`src/rtl/rv_stream_monitor_if.sv`:
```
// rtl/rv_stream_monitor_if.sv - Ready/valid handshake bundle observed by rv_stream_monitor.
// Channel i occupies valid[i], ready[i] and data[i*DATA_W +: DATA_W].
interface rv_stream_monitor_if #(
   parameter int NUM_CH = 4,
   parameter int DATA_W = 32
);
   logic [NUM_CH-1:0]        valid;
   logic [NUM_CH-1:0]        ready;
   logic [NUM_CH*DATA_W-1:0] data;

   modport master (output valid, output ready, output data);
   modport slave  (input valid, input ready, input data);
endinterface

```
`src/rtl/rv_stream_monitor.sv`:
```
// rtl/rv_stream_monitor.sv - Ready/valid protocol monitor with deadlock watchdog and first-error capture.
// Defining RV_MON_PERF_EN adds per-channel fire/stall cycle counters (fire_cnt, stall_cnt).
module rv_stream_monitor #(
   parameter int NUM_CH      = 4,
   parameter int DATA_W      = 32,
   parameter int PROG_W      = 4,
   parameter int STALL_LIMIT = 80,
   parameter int CHECK_DROP  = 1,
   parameter int CH_W        = (NUM_CH > 1) ? $clog2(NUM_CH) : 1,
   parameter int CNT_W       = $clog2(STALL_LIMIT + 1)
) (
   input  logic                   clk,
   input  logic                   reset,
   input  logic                   enable,
   input  logic                   clear,
   rv_stream_monitor_if.slave     ch,
   input  logic [PROG_W-1:0]      progress_in,
   input  logic                   busy_in,
   output logic [NUM_CH-1:0]      payload_err,
   output logic [NUM_CH-1:0]      drop_err,
   output logic                   deadlock,
   output logic                   err_valid,
   output logic [CH_W-1:0]        err_ch,
   output logic [1:0]             err_code,
   output logic [CNT_W-1:0]       stall_ctr
`ifdef RV_MON_PERF_EN
   ,
   output logic [NUM_CH*32-1:0]   fire_cnt,
   output logic [NUM_CH*32-1:0]   stall_cnt
`endif
);

   logic [NUM_CH-1:0] hold_q, hold_d;
   logic [DATA_W-1:0] hold_data_q [NUM_CH];
   logic [DATA_W-1:0] hold_data_d [NUM_CH];
   logic [NUM_CH-1:0] payload_err_q, payload_err_d;
   logic [NUM_CH-1:0] drop_err_q, drop_err_d;
   logic              deadlock_q, deadlock_d;
   logic              err_valid_q, err_valid_d;
   logic [CH_W-1:0]   err_ch_q, err_ch_d;
   logic [1:0]        err_code_q, err_code_d;
   logic [CNT_W-1:0]  stall_ctr_q, stall_ctr_d;

   logic [NUM_CH-1:0] fire, pay_det, drop_det;
   logic              progress, pending, dl_det, keep, cap_found;
   logic [CH_W-1:0]   cap_ch;
   logic [1:0]        cap_code;

   always_comb begin
      fire        = ch.valid & ch.ready;
      progress    = (|fire) | (|progress_in);
      pending     = (|ch.valid) | busy_in;
      hold_d      = hold_q;
      hold_data_d = hold_data_q;
      pay_det     = '0;
      drop_det    = '0;
      for (int i = 0; i < NUM_CH; i++) begin
         if (!enable) begin
            hold_d[i] = 1'b0;
         end else if (hold_q[i]) begin
            pay_det[i]  = ch.valid[i] && (ch.data[i*DATA_W +: DATA_W] != hold_data_q[i]);
            drop_det[i] = (CHECK_DROP != 0) && !ch.valid[i];
            // A retracted beat ends the hold even when it is not flagged.
            if (fire[i] || !ch.valid[i]) hold_d[i] = 1'b0;
         end else if (ch.valid[i] && !ch.ready[i]) begin
            hold_d[i]      = 1'b1;
            hold_data_d[i] = ch.data[i*DATA_W +: DATA_W];
         end
      end

      dl_det      = 1'b0;
      stall_ctr_d = '0;
      if (enable && !progress && pending) begin
         dl_det      = (stall_ctr_q == CNT_W'(STALL_LIMIT - 1));
         stall_ctr_d = (stall_ctr_q == CNT_W'(STALL_LIMIT)) ? stall_ctr_q : stall_ctr_q + CNT_W'(1);
      end

      // Descending scan so the lowest channel, and payload over drop, is left standing.
      cap_found = dl_det;
      cap_ch    = '0;
      cap_code  = dl_det ? 2'b11 : 2'b00;
      for (int i = NUM_CH - 1; i >= 0; i--) begin
         if (drop_det[i]) begin
            cap_found = 1'b1;
            cap_ch    = CH_W'(i);
            cap_code  = 2'b10;
         end
         if (pay_det[i]) begin
            cap_found = 1'b1;
            cap_ch    = CH_W'(i);
            cap_code  = 2'b01;
         end
      end

      keep          = err_valid_q && !clear;
      payload_err_d = (clear ? '0 : payload_err_q) | pay_det;
      drop_err_d    = (clear ? '0 : drop_err_q) | drop_det;
      deadlock_d    = (deadlock_q && !clear) || dl_det;
      err_valid_d   = keep;
      err_ch_d      = keep ? err_ch_q : '0;
      err_code_d    = keep ? err_code_q : 2'b00;
      if (!keep && cap_found) begin
         err_valid_d = 1'b1;
         err_ch_d    = cap_ch;
         err_code_d  = cap_code;
      end
   end

   always_ff @(posedge clk) begin
      if (reset) begin
         hold_q        <= '0;
         payload_err_q <= '0;
         drop_err_q    <= '0;
         deadlock_q    <= 1'b0;
         err_valid_q   <= 1'b0;
         err_ch_q      <= '0;
         err_code_q    <= 2'b00;
         stall_ctr_q   <= '0;
         for (int i = 0; i < NUM_CH; i++) hold_data_q[i] <= '0;
      end else begin
         hold_q        <= hold_d;
         payload_err_q <= payload_err_d;
         drop_err_q    <= drop_err_d;
         deadlock_q    <= deadlock_d;
         err_valid_q   <= err_valid_d;
         err_ch_q      <= err_ch_d;
         err_code_q    <= err_code_d;
         stall_ctr_q   <= stall_ctr_d;
         for (int i = 0; i < NUM_CH; i++) hold_data_q[i] <= hold_data_d[i];
      end
   end

   assign payload_err = payload_err_q;
   assign drop_err    = drop_err_q;
   assign deadlock    = deadlock_q;
   assign err_valid   = err_valid_q;
   assign err_ch      = err_ch_q;
   assign err_code    = err_code_q;
   assign stall_ctr   = stall_ctr_q;

`ifdef RV_MON_PERF_EN
   logic [31:0] fire_cnt_q  [NUM_CH];
   logic [31:0] stall_cnt_q [NUM_CH];

   always_ff @(posedge clk) begin
      for (int i = 0; i < NUM_CH; i++) begin
         if (reset || clear) begin
            fire_cnt_q[i]  <= '0;
            stall_cnt_q[i] <= '0;
         end else if (enable) begin
            fire_cnt_q[i]  <= fire_cnt_q[i] + {31'd0, fire[i]};
            stall_cnt_q[i] <= stall_cnt_q[i] + {31'd0, ch.valid[i] & ~ch.ready[i]};
         end
      end
   end

   for (genvar g = 0; g < NUM_CH; g++) begin : g_perf
      assign fire_cnt[g*32 +: 32]  = fire_cnt_q[g];
      assign stall_cnt[g*32 +: 32] = stall_cnt_q[g];
   end
`endif

endmodule

```
`src/flat_wrapper.sv`:
```
// flat-port wrapper written by rule: the top's interface ports become plain ports
module rv_stream_monitor_flat 
#(
   parameter int NUM_CH      = 4,
   parameter int DATA_W      = 32,
   parameter int PROG_W      = 4,
   parameter int STALL_LIMIT = 80,
   parameter int CHECK_DROP  = 1,
   parameter int CH_W        = (NUM_CH > 1) ? $clog2(NUM_CH) : 1,
   parameter int CNT_W       = $clog2(STALL_LIMIT + 1)
)
  (clk, reset, enable, clear, progress_in, busy_in, payload_err, drop_err, deadlock, err_valid, err_ch, err_code, stall_ctr, ch_valid, ch_ready, ch_data);
  rv_stream_monitor_if #(.NUM_CH(NUM_CH), .DATA_W(DATA_W)) ch_i ();
  input  logic clk;
  input  logic reset;
  input  logic enable;
  input  logic clear;
  input  logic [PROG_W-1:0] progress_in;
  input  logic busy_in;
  output logic [NUM_CH-1:0] payload_err;
  output logic [NUM_CH-1:0] drop_err;
  output logic deadlock;
  output logic err_valid;
  output logic [CH_W-1:0] err_ch;
  output logic [1:0] err_code;
  output logic [CNT_W-1:0] stall_ctr;
  input wire logic [$bits(ch_i.valid)-1:0] ch_valid;
  input wire logic [$bits(ch_i.ready)-1:0] ch_ready;
  input wire logic [$bits(ch_i.data)-1:0] ch_data;
  assign ch_i.valid = ch_valid;
  assign ch_i.ready = ch_ready;
  assign ch_i.data = ch_data;
  rv_stream_monitor #(.NUM_CH(NUM_CH), .DATA_W(DATA_W), .PROG_W(PROG_W), .STALL_LIMIT(STALL_LIMIT), .CHECK_DROP(CHECK_DROP), .CH_W(CH_W), .CNT_W(CNT_W)) u_core (.clk(clk), .reset(reset), .enable(enable), .clear(clear), .ch(ch_i), .progress_in(progress_in), .busy_in(busy_in), .payload_err(payload_err), .drop_err(drop_err), .deadlock(deadlock), .err_valid(err_valid), .err_ch(err_ch), .err_code(err_code), .stall_ctr(stall_ctr));
endmodule
```
`config.mk`:
```
export PLATFORM = sky130hd
export DESIGN_NAME = rv_stream_monitor_flat
export DESIGN_NICKNAME = d
export VERILOG_FILES = /design/src/rtl/rv_stream_monitor_if.sv /design/src/rtl/rv_stream_monitor.sv /design/src/flat_wrapper.sv
export SDC_FILE = /design/constraint.sdc
export NUM_CORES = 1
export LEC_CHECK = 0
export CORE_ASPECT_RATIO = 1.75
export CORE_MARGIN = 2
export CORE_UTILIZATION = 45
export DETAILED_ROUTE_END_ITERATION = 10
export GPL_ROUTABILITY_DRIVEN = 0
export PLACE_DENSITY = 0.76
export SETUP_SLACK_MARGIN = 0.2
export SYNTH_ARGS = -nofsm -noshare
export SYNTH_HDL_FRONTEND = slang
export SYNTH_SLANG_ARGS = --single-unit
```
`constraint.sdc`:
```
create_clock -name clk -period 1.75 [get_ports clk]
set_input_delay 0.35 -clock clk [delete_from_list [all_inputs] [get_ports clk]]
set_output_delay 0.35 -clock clk [all_outputs]
set_load 0.05 [all_outputs]
```
* Word level (Yosys, flattened, before mapping)
Cells that the tools add are included.
** Storage, ports and cells
- Register bits :: 153
- Output and inout bits :: 21
- Input bits :: 145
- Logic and storage cells :: 129
** Cells by class
- Bitwise gates (word level) :: 11
- Multiplexer cells :: 60
- Equality and inequality tests :: 7
- Add/sub/neg operators :: 1
- Reduce and logical (&&, ||, !) cells :: 38
** Operators by type and width (count)
- 32-bit inequality test :: 4
- 2-bit 2-to-1 mux :: 20
- 1-bit 2-to-1 mux :: 38
- 7-bit == test (second input constant) :: 2
- 1-bit logical AND :: 13
- 3-bit AND reduction :: 4
- 4-bit OR reduction :: 3
- 1-bit zero test :: 11
- 4-bit 2-to-1 mux :: 2
- 4-bit bitwise OR :: 2
- 7-bit by 1-bit adder with 7-bit output (second input constant) :: 1
- 1-bit NOT :: 6
- 1-bit logical OR :: 5
- 4-bit bitwise AND :: 1
- 2-bit OR reduction :: 2
- 2-bit inequality test (second input constant) :: 1
- 1-bit bitwise OR :: 2

* Depth between registers and ports, before layout
Gate-level depths: netlist (run 1).
- Depth in word-level cells :: 17
- Gate-level depth with buffers :: 8

* Worst setup path after synthesis (run 1)
Ideal clock, no wire load.
- Kind :: input to register
- Start point :: input ch_data[54]
- End point :: register u_core.err_ch_q[1] (netlist: u_core.err_ch[1])
- Setup slack :: -0.153 ns
- Required time :: 1.680 ns
- Buffers on the path :: 0
- Stages :: 7
- Setup time :: 0.070 ns
- Arrival time :: 1.833 ns
- Cells stage by stage :: xor2_1 > nor4_1 > nand4_1 > o2111ai_2 > nand2_1 > or4b_1 > a21oi_1
** Between the ends
- Word-level cells in the longest chain between the ends :: 9
- Elaborated cells on any way between the ends :: 13
** RTL lines
- from (decl) :: line flat_wrapper.sv:29 : input wire logic [$bits(ch_i.data)-1:0] ch_data;
- 32-bit inequality test (*) :: line rv_stream_monitor.sv:61 : pay_det[i] = ch.valid[i] && (ch.data[i*DATA_W +: DATA_W] != hold_data_q[i]);
- 1-bit logical AND (*) :: line rv_stream_monitor.sv:61
- 1-bit 2-to-1 mux (*) :: line rv_stream_monitor.sv:60 : end else if (hold_q[i]) begin
- 1-bit 2-to-1 mux (*) :: line rv_stream_monitor.sv:58 : if (!enable) begin
- 1-bit 2-to-1 mux :: line rv_stream_monitor.sv:88 : if (pay_det[i]) begin
- 1-bit 2-to-1 mux :: line rv_stream_monitor.sv:83 : if (drop_det[i]) begin
- 1-bit 2-to-1 mux :: line rv_stream_monitor.sv:88
- 1-bit logical AND :: line rv_stream_monitor.sv:102 : if (!keep && cap_found) begin
- 2-bit inequality test (no source line) or 2-bit 2-to-1 mux (tied branches)
- to (signal assigned) :: line rv_stream_monitor.sv:126 : err_ch_q <= err_ch_d;
- to (decl) :: line rv_stream_monitor.sv:40 : logic [CH_W-1:0] err_ch_q, err_ch_d;
Mark *: on every way between the ends. The rest lies on a longest branch, timed or not.
A chain may end at the register's enable or synchronous reset.

* Worst setup path after layout (run 1)
- Start point :: input ch_data[38]
- End point :: register u_core.err_ch_q[1] (netlist: u_core.err_ch[1])
Same word-level chain as after synthesis.

==> run_results.csv, run 1 <==
group,metric,value,unit
cells_and_area,fillers,1282,
floorplanning,die_area,16470,um^2
synthesis,yosys_warnings,0,
worst_setup_path,worstSetupStartpoint,"ch_data[38]",
cells_and_area,post-route-cell-area,10040,um^2
synthesis,synth-edff-count,0,
synthesis,synth_xor_area_frac,0.1691,
worst_setup_path,end_kind,"register",
floorplanning,die_h,168.3,um
power,seqPwrFrac,0.436,
clocking,cts.path.max_buffers,2,
route,drtPass1Iterations,4,
timing,fin_ws,-0.3579,ns
power,p_switching,2152,uW
power,clockPowerShare,0.436,
power,ir_worst_vdd,0.6337,mV
worst_setup_path,critical_path.top_delay_family,"simple AND/OR/NAND/NOR gates",
synthesis,ys_seq_area_frac,0.4413,
power,p_total,8381,uW
synthesis,syn-cell-area,6940,um^2
synthesis,synth_compound_area_frac,0.1204,
placement,dp_hpwl,13010,um
global_routing,grt_pass1_wl,29960,um
worst_setup_path,path_max_fanout,2,
worst_setup_path,slowest_stage,"or4b_1",
placement,postPlaceCellArea,9094,um^2
cells_and_area,final_cell_mix,"273 x nand2_1, 139 x dfxtp_1, 138 x a21oi_1",
route,wire_per_inst,14.93,um
clocking,cts_root_buf,"clkbuf_16",
worst_setup_path,crit_required,2.10,ns
synthesis,synthTopCellsByArea,"dfxtp_1 44%, xor2_1 16%, nand2_1 15%",
route,vias,6385,
route,drc_errors,0,
timing,worstMarginPinSlew,0.3822,ns
synthesis,synthSimpleGateAreaFrac,0.2317,
power,p_leak,0.004109,uW
hold_path,hold_path_class,"in -> reg",
timing,period_share,1.205,
timing,skew,0.01065,ns
cells_and_area,area_growth,44.60,%
timing,finalHoldViolations,0,
power,swShare,0.2567,
run,drv_cap,0,
clocking,cts.sinks,153,
synthesis,ys_ff_latch,153,
timing,slew_violations,0,
synthesis,synth_flop_cell,"dfxtp_1",
synthesis,yosysTopAreaCellShare,0.4413,
power,intPower,6230,uW
cells_and_area,final_common_cell,"nand2_1",
clocking,cts_buffers,17,
cells_and_area,final_layout_size_suffix_gt1_frac,0.1553,
clocking,hold_buffers,0,
synthesis,synth_cells,866,
timing,fmaxAchievable,0.4744,GHz
global_routing,gr-total-overflow,0,
synthesis,yosysTopAreaCell,"dfxtp_1",
worst_setup_path,path_cells,"clkdlybuf4s50_1, xor2_1, nor4_2, nand4_1, o2111ai_2, nand2_1, or4b_1, a21oi_1",
synthesis,syn-num-nets,1013,
cells_and_area,fin_nets,1203,
synthesis,synthArstFlopShare,0,
clocking,path_clk_slew,0.07,ns
worst_setup_path,path_buf_inv,1,
floorplanning,io_pins,166,
floorplanning,rows,60,
worst_setup_path,path_class,"in -> reg",
clocking,htree_levels,4,
worst_setup_path,critical_path.max_stage_delay,0.52,ns
timing,rsz0062_at_grt,"yes",
route,drt_iter0_drc,245,
timing,setup_viol,5,
power,powerDensity,835.1,nW/um^2
worst_setup_path,r2r-start,"u_core.hold_data_q[84]$_SDFFE_PP0P_",
worst_setup_path,crit_cells,8,
synthesis,synthMuxAreaShare,0,
global_routing,grt_max_degree,61,
clocking,cts_tree,"done",
power,combPwrFrac,0.128,
floorplanning,core_area,15240,um^2
timing,fin_crit,2.108,ns
global_routing,grt_pass1_vias,6271,
global_routing,antenna_found_initial,0,
worst_setup_path,cp.arrival,2.46,ns
route,routed_wl,18740,um
worst_setup_path,reg2reg_setup_slack,-0.32,ns
floorplanning,start_util,0.4554,
worst_setup_path,r2r_cells,7,
outcome,status,"complete, but fails checks",
clocking,clock_latency,0.42,ns
synthesis,synth-adder-area-share,0.003606,
timing,slew_headroom,0.7452,
floorplanning,die_x,97.88,um
route,ant_nets,0,
worst_setup_path,cp-start-kind,"input port",
placement,io_buffer_count,165,
worst_setup_path,crit_end,"u_core.err_ch[1]$_SDFFE_PP0P_",
route,vias_per_cell,5.088,
cells_and_area,num_antenna_cells,0,
outcome,violations,"negative setup slack",
timing,finalSetupTns,-1.156,ns
worst_setup_path,r2r_end,"u_core.err_ch[1]$_SDFFE_PP0P_",
synthesis,syn_area_per_cell,8.014,um^2
global_routing,grt_usage,0.2257,
synthesis,synth_top_family_by_area,"simple AND/OR/NAND/NOR gates",
synthesis,ys_types,42,
==> metal layers <==
metal | part of all wire | GRT usage | vias up | routed length, um
li1 | - | - | 3247 | -
met1 | 0.39 | 0.2459 | 2978 | 7249
met2 | 0.55 | 0.4267 | 134 | 10360
met3 | 0.040 | 0.04981 | 26 | 749
met4 | 0.020 | 0.07126 | 0 | 380
met5 | 0 | 0 | - | 0
==> timing repair <==
action                                  CTS  global route
resized for setup                        44            39
pin swaps                                29            21
gates cloned                              3             0
hold endpoints to repair                  0             0
setup buffers                             4             2
endpoints found under the setup margin  113            23
==> worst register-to-register path: cells and delay by family (launching register included) <==
family | cells | cell delay [ns]
AND/OR/NAND/NOR | 4 | 1.11
AO/OA/AOI/OAI | 2 | 0.39
flip-flops | 1 | 0.33
XOR/XNOR | 1 | 0.17
==> per-stage QoR <==
stage / setup WS [ns] / std cells / util / hold WS (ns)
floorplan: -0.1210 / 866 / - / 0.4261
global placement: -0.8801 / 1214 / 0.5967 / 0.4419
detailed placement: -0.9166 / 1214 / 0.5967 / 0.4489
CTS: -0.4021 / 1253 / 0.6466 / 0.3067
global route: -0.4710 / 1255 / 0.6585 / 0.2355
finish: -0.3579 / 1255 / 0.6585 / 0.2215
==> worst min path at each step <==
stage	start	to	slack, ns	cells after the start
2_1_floorplan	ch_ready[0]	u_core.hold_q[0]$_SDFF_PP0_	0.43	1
3_3_place_gp	u_core.payload_err[2]$_SDFF_PP0_	u_core.payload_err[2]$_SDFF_PP0_	0.44	2
3_5_place_dp	u_core.err_ch[1]$_SDFFE_PP0P_	u_core.err_ch[1]$_SDFFE_PP0P_	0.45	2
4_1_cts	ch_data[40]	u_core.hold_data_q[72]$_SDFFE_PP0P_	0.31	3
5_1_grt	ch_data[39]	u_core.hold_data_q[71]$_SDFFE_PP0P_	0.24	3
6_report	ch_data[30]	u_core.hold_data_q[126]$_SDFFE_PP0P_	0.22	3
==> synthesized netlist by cell type (all sizes together) (2+ instances only) <==
master	count
a21oi	142
and3	3
buf	2
clkbuf	46
dfxtp	153
ha	2
inv	4
nand2	273
nand2b	3
nand3	4
nand3b	5
nand4	10
nand4bb	3
nor2	17
nor3	3
nor3b	3
nor4	32
nor4b	2
nor4bb	3
o2111ai	2
o21ai	3
or4b	2
xnor2	4
xor2	130
==> sequential cells by signal (all words and copies together), names as in the netlist <==
name / cells
u_core.hold_data_q: 128
u_core.stall_ctr: 7
u_core.drop_err: 4
u_core.hold_q: 4
u_core.payload_err: 4
u_core.err_ch: 2
u_core.err_code: 2
u_core.deadlock: 1
u_core.err_valid: 1
==> cells by family after synthesis <==
kind of cell	after synthesis
AOI/OAI and AO/OA	157
and+or+nand+nor	366
adders and majority gates	2
xor gates and xnor gates	134
buffers and inverters	54
DFF	153
==> power groups by stage <==
stage | Sequential (uW) | Combinational [uW] | Clock (uW)
after floorplan | 3740 | 425 | 0
after global placement | 3730 | 1010 | 0
after detailed placement | 3730 | 1020 | 0
after CTS | 3650 | 1050 | 3720
after global routing | 3670 | 1170 | 3850
final | 3660 | 1070 | 3650
==> cell type report <==
type	count	area (um^2)	area share
tap	186	232.7	0.02319
multi-input combinational	659	3915	0.3901
timing repair buffer	220	2197	0.2189
sequential	153	3085	0.3074
inverter	5	18.77	0.001870
clock buffer	19	452.9	0.04513
clock inverter	13	133.9	0.01334
Power figures use the tool's default switching activity.
==> inputs of run 2 (changes only) <==
--- a/config.mk
+++ b/config.mk
@@ -12,6 +12,7 @@
 export GPL_ROUTABILITY_DRIVEN = 0
 export PLACE_DENSITY = 0.76
 export SETUP_SLACK_MARGIN = 0.2
+export SKIP_CTS_REPAIR_TIMING = 1
 export SYNTH_ARGS = -nofsm -noshare
 export SYNTH_HDL_FRONTEND = slang
 export SYNTH_SLANG_ARGS = --single-unit
==> run_results.csv, run 2 (synthesis results as in run 1) <==
group,metric,value,unit
global_routing,grt_pass1_wl,28860,um
worst_setup_path,end_kind,"register",
route,vias_per_cell,5.061,
placement,io_buffer_count,165,
cells_and_area,post-route-cell-area,10050,um^2
global_routing,grt_usage,0.2163,
clocking,cts.path.max_buffers,2,
route,drtPass1Iterations,4,
timing,fmaxAchievable,0.4637,GHz
floorplanning,die_h,168.3,um
outcome,violations,"negative setup slack",
route,ant_nets,0,
route,routed_wl,18530,um
timing,fin_ws,-0.4068,ns
cells_and_area,fin_nets,1202,
placement,dp.cells,1214,
timing,finalHoldViolations,0,
worst_setup_path,cp.arrival,2.51,ns
timing,setup_viol,6,
route,drc_errors,0,
power,powerDensity,833.6,nW/um^2
timing,slew_headroom,0.7412,
power,p_total,8376,uW
floorplanning,die_x,97.88,um
power,p_leak,0.004200,uW
clocking,cts.sinks,153,
cells_and_area,largest_reg_flops,128,
global_routing,gr-total-overflow,0,
clocking,cts_root_buf,"clkbuf_16",
route,drt_iter0_drc,208,
timing,rsz0062_at_grt,"yes",
cells_and_area,stdcell_count,1254,
route,vias,6346,
placement,postPlaceCellArea,9094,um^2
floorplanning,rows,60,
power,ir_worst_vdd,0.6237,mV
floorplanning,die_area,16470,um^2
route,wire_per_inst,14.77,um
worst_setup_path,path_max_fanout,2,
cells_and_area,final_cell_mix,"273 x nand2_1, 140 x dfxtp_1, 138 x a21oi_1",
clocking,cts_tree,"done",
cells_and_area,num_antenna_cells,0,
worst_setup_path,path_class,"in -> reg",
floorplanning,core_area,15240,um^2
timing,worstMarginPinSlew,0.3881,ns
global_routing,antenna_found_initial,0,
floorplanning,io_pins,166,
clocking,path_clk_slew,0.07,ns
outcome,status,"complete, but fails checks",
clocking,htree_levels,4,
run,drv_cap,0,
floorplanning,start_util,0.4554,
worst_setup_path,slowest_stage,"or4b_1",
timing,skew,0.01896,ns
cells_and_area,fin_util,0.6594,
worst_setup_path,path_cells,"clkdlybuf4s50_1, xor2_1, nor4_2, nand4_1, o2111ai_2, nand2_1, or4b_1, a21oi_1",
worst_setup_path,cp-start-kind,"input port",
cells_and_area,final_layout_size_suffix_gt1_frac,0.1536,
cells_and_area,fillers,1292,
global_routing,grt_max_degree,61,
placement,dp_hpwl,13010,um
cells_and_area,final_common_cell,"nand2_1",
worst_setup_path,crit_required,2.10,ns
worst_setup_path,path_buf_inv,1,
timing,period_share,1.232,
cells_and_area,area_growth,44.78,%
clocking,clock_latency,0.42,ns
timing,slew_violations,0,
worst_setup_path,critical_path.max_stage_delay,0.52,ns
clocking,cts_buffers,17,
hold_path,hold_path_class,"in -> reg",
cells_and_area,regMostFlops,"u_core.hold_data_q",
global_routing,grt_pass1_vias,6116,
worst_setup_path,critical_path.top_delay_family,"simple AND/OR/NAND/NOR gates",
timing,fin_crit,2.157,ns
timing,fin_hold_ws,0.2125,ns
-- run 2: cell types whose count changed in the layout (fill, tap and decap cells not counted), moves of 2 or more --
cell,change
buf_4,+2
bufbuf_16,-2
clkdlybuf4s50_1,+6
dlygate4sd2_1,-21
dlymetal6s2s_1,+15
-- run 2: worst reg2reg max path, cell delays in order (launching register included) --
cell and delay [ns]:
dfxtp_1 0.32, xor2_1 0.17, nor4_2 0.30, nand4_1 0.19
o2111ai_2 0.29, nand2_1 0.11, or4b_1 0.52, a21oi_1 0.14
-- run 2: worst paths after layout --
check	startpoint	endpoint	slack, ns	cells past startpoint
worst max-delay path	ch_data[63]	u_core.err_ch[1]$_SDFFE_PP0P_	-0.41	8
worst min-delay path	ch_data[110]	u_core.hold_data_q[14]$_SDFFE_PP0P_	0.21	3
worst max register to register	u_core.hold_data_q[95]$_SDFFE_PP0P_	u_core.err_ch[1]$_SDFFE_PP0P_	-0.35	7
worst min register to register	u_core.err_ch[1]$_SDFFE_PP0P_	u_core.err_ch[1]$_SDFFE_PP0P_	0.45	2
-- run 2: layout make-up --
type	count	area [um^2]	share of cell area
multi-input combinational	659	3906	0.3887
tap	186	232.7	0.02316
clock buffer	19	452.9	0.04508
sequential	153	3084	0.3069
timing repair buffer	219	2220	0.2209
clock inverter	13	133.9	0.01332
inverter	5	18.77	0.001868
-- run 2: power by group --
part / leakage (uW) / internal [uW] / switching (uW)
Combinational: 0.00267 / 569 / 501
Clock: 0.000285 / 2080 / 1580
Sequential: 0.00125 / 3590 / 69.4
-- run 2: per-stage QoR --
step,TNS (ns),worst slack [ns]
2_1_floorplan,-0.1496,-0.1210
3_3_place_gp,-38.09,-0.8801
3_5_place_dp,-40.20,-0.9166
4_1_cts,-2.226,-0.4782
5_1_grt,-1.932,-0.5142
6_report,-1.247,-0.4068
-- run 2: per-layer routing --
metal  vias up  wire [um]  track usage
met5         -          0            0
met3        16        664      0.04940
met2       119      10290       0.4029
met4         0        328      0.07186
met1      2964       7237       0.2385
li1       3247          -            -
==> inputs of run 3 (changes only) <==
--- a/config.mk
+++ b/config.mk
@@ -5,6 +5,7 @@
 export SDC_FILE = /design/constraint.sdc
 export NUM_CORES = 1
 export LEC_CHECK = 0
+export CAP_MARGIN = 20
 export CORE_ASPECT_RATIO = 1.75
 export CORE_MARGIN = 2
 export CORE_UTILIZATION = 45
==> results of run 3 <==
No change in the layout: final DEF, timing and power equal those of run 2.
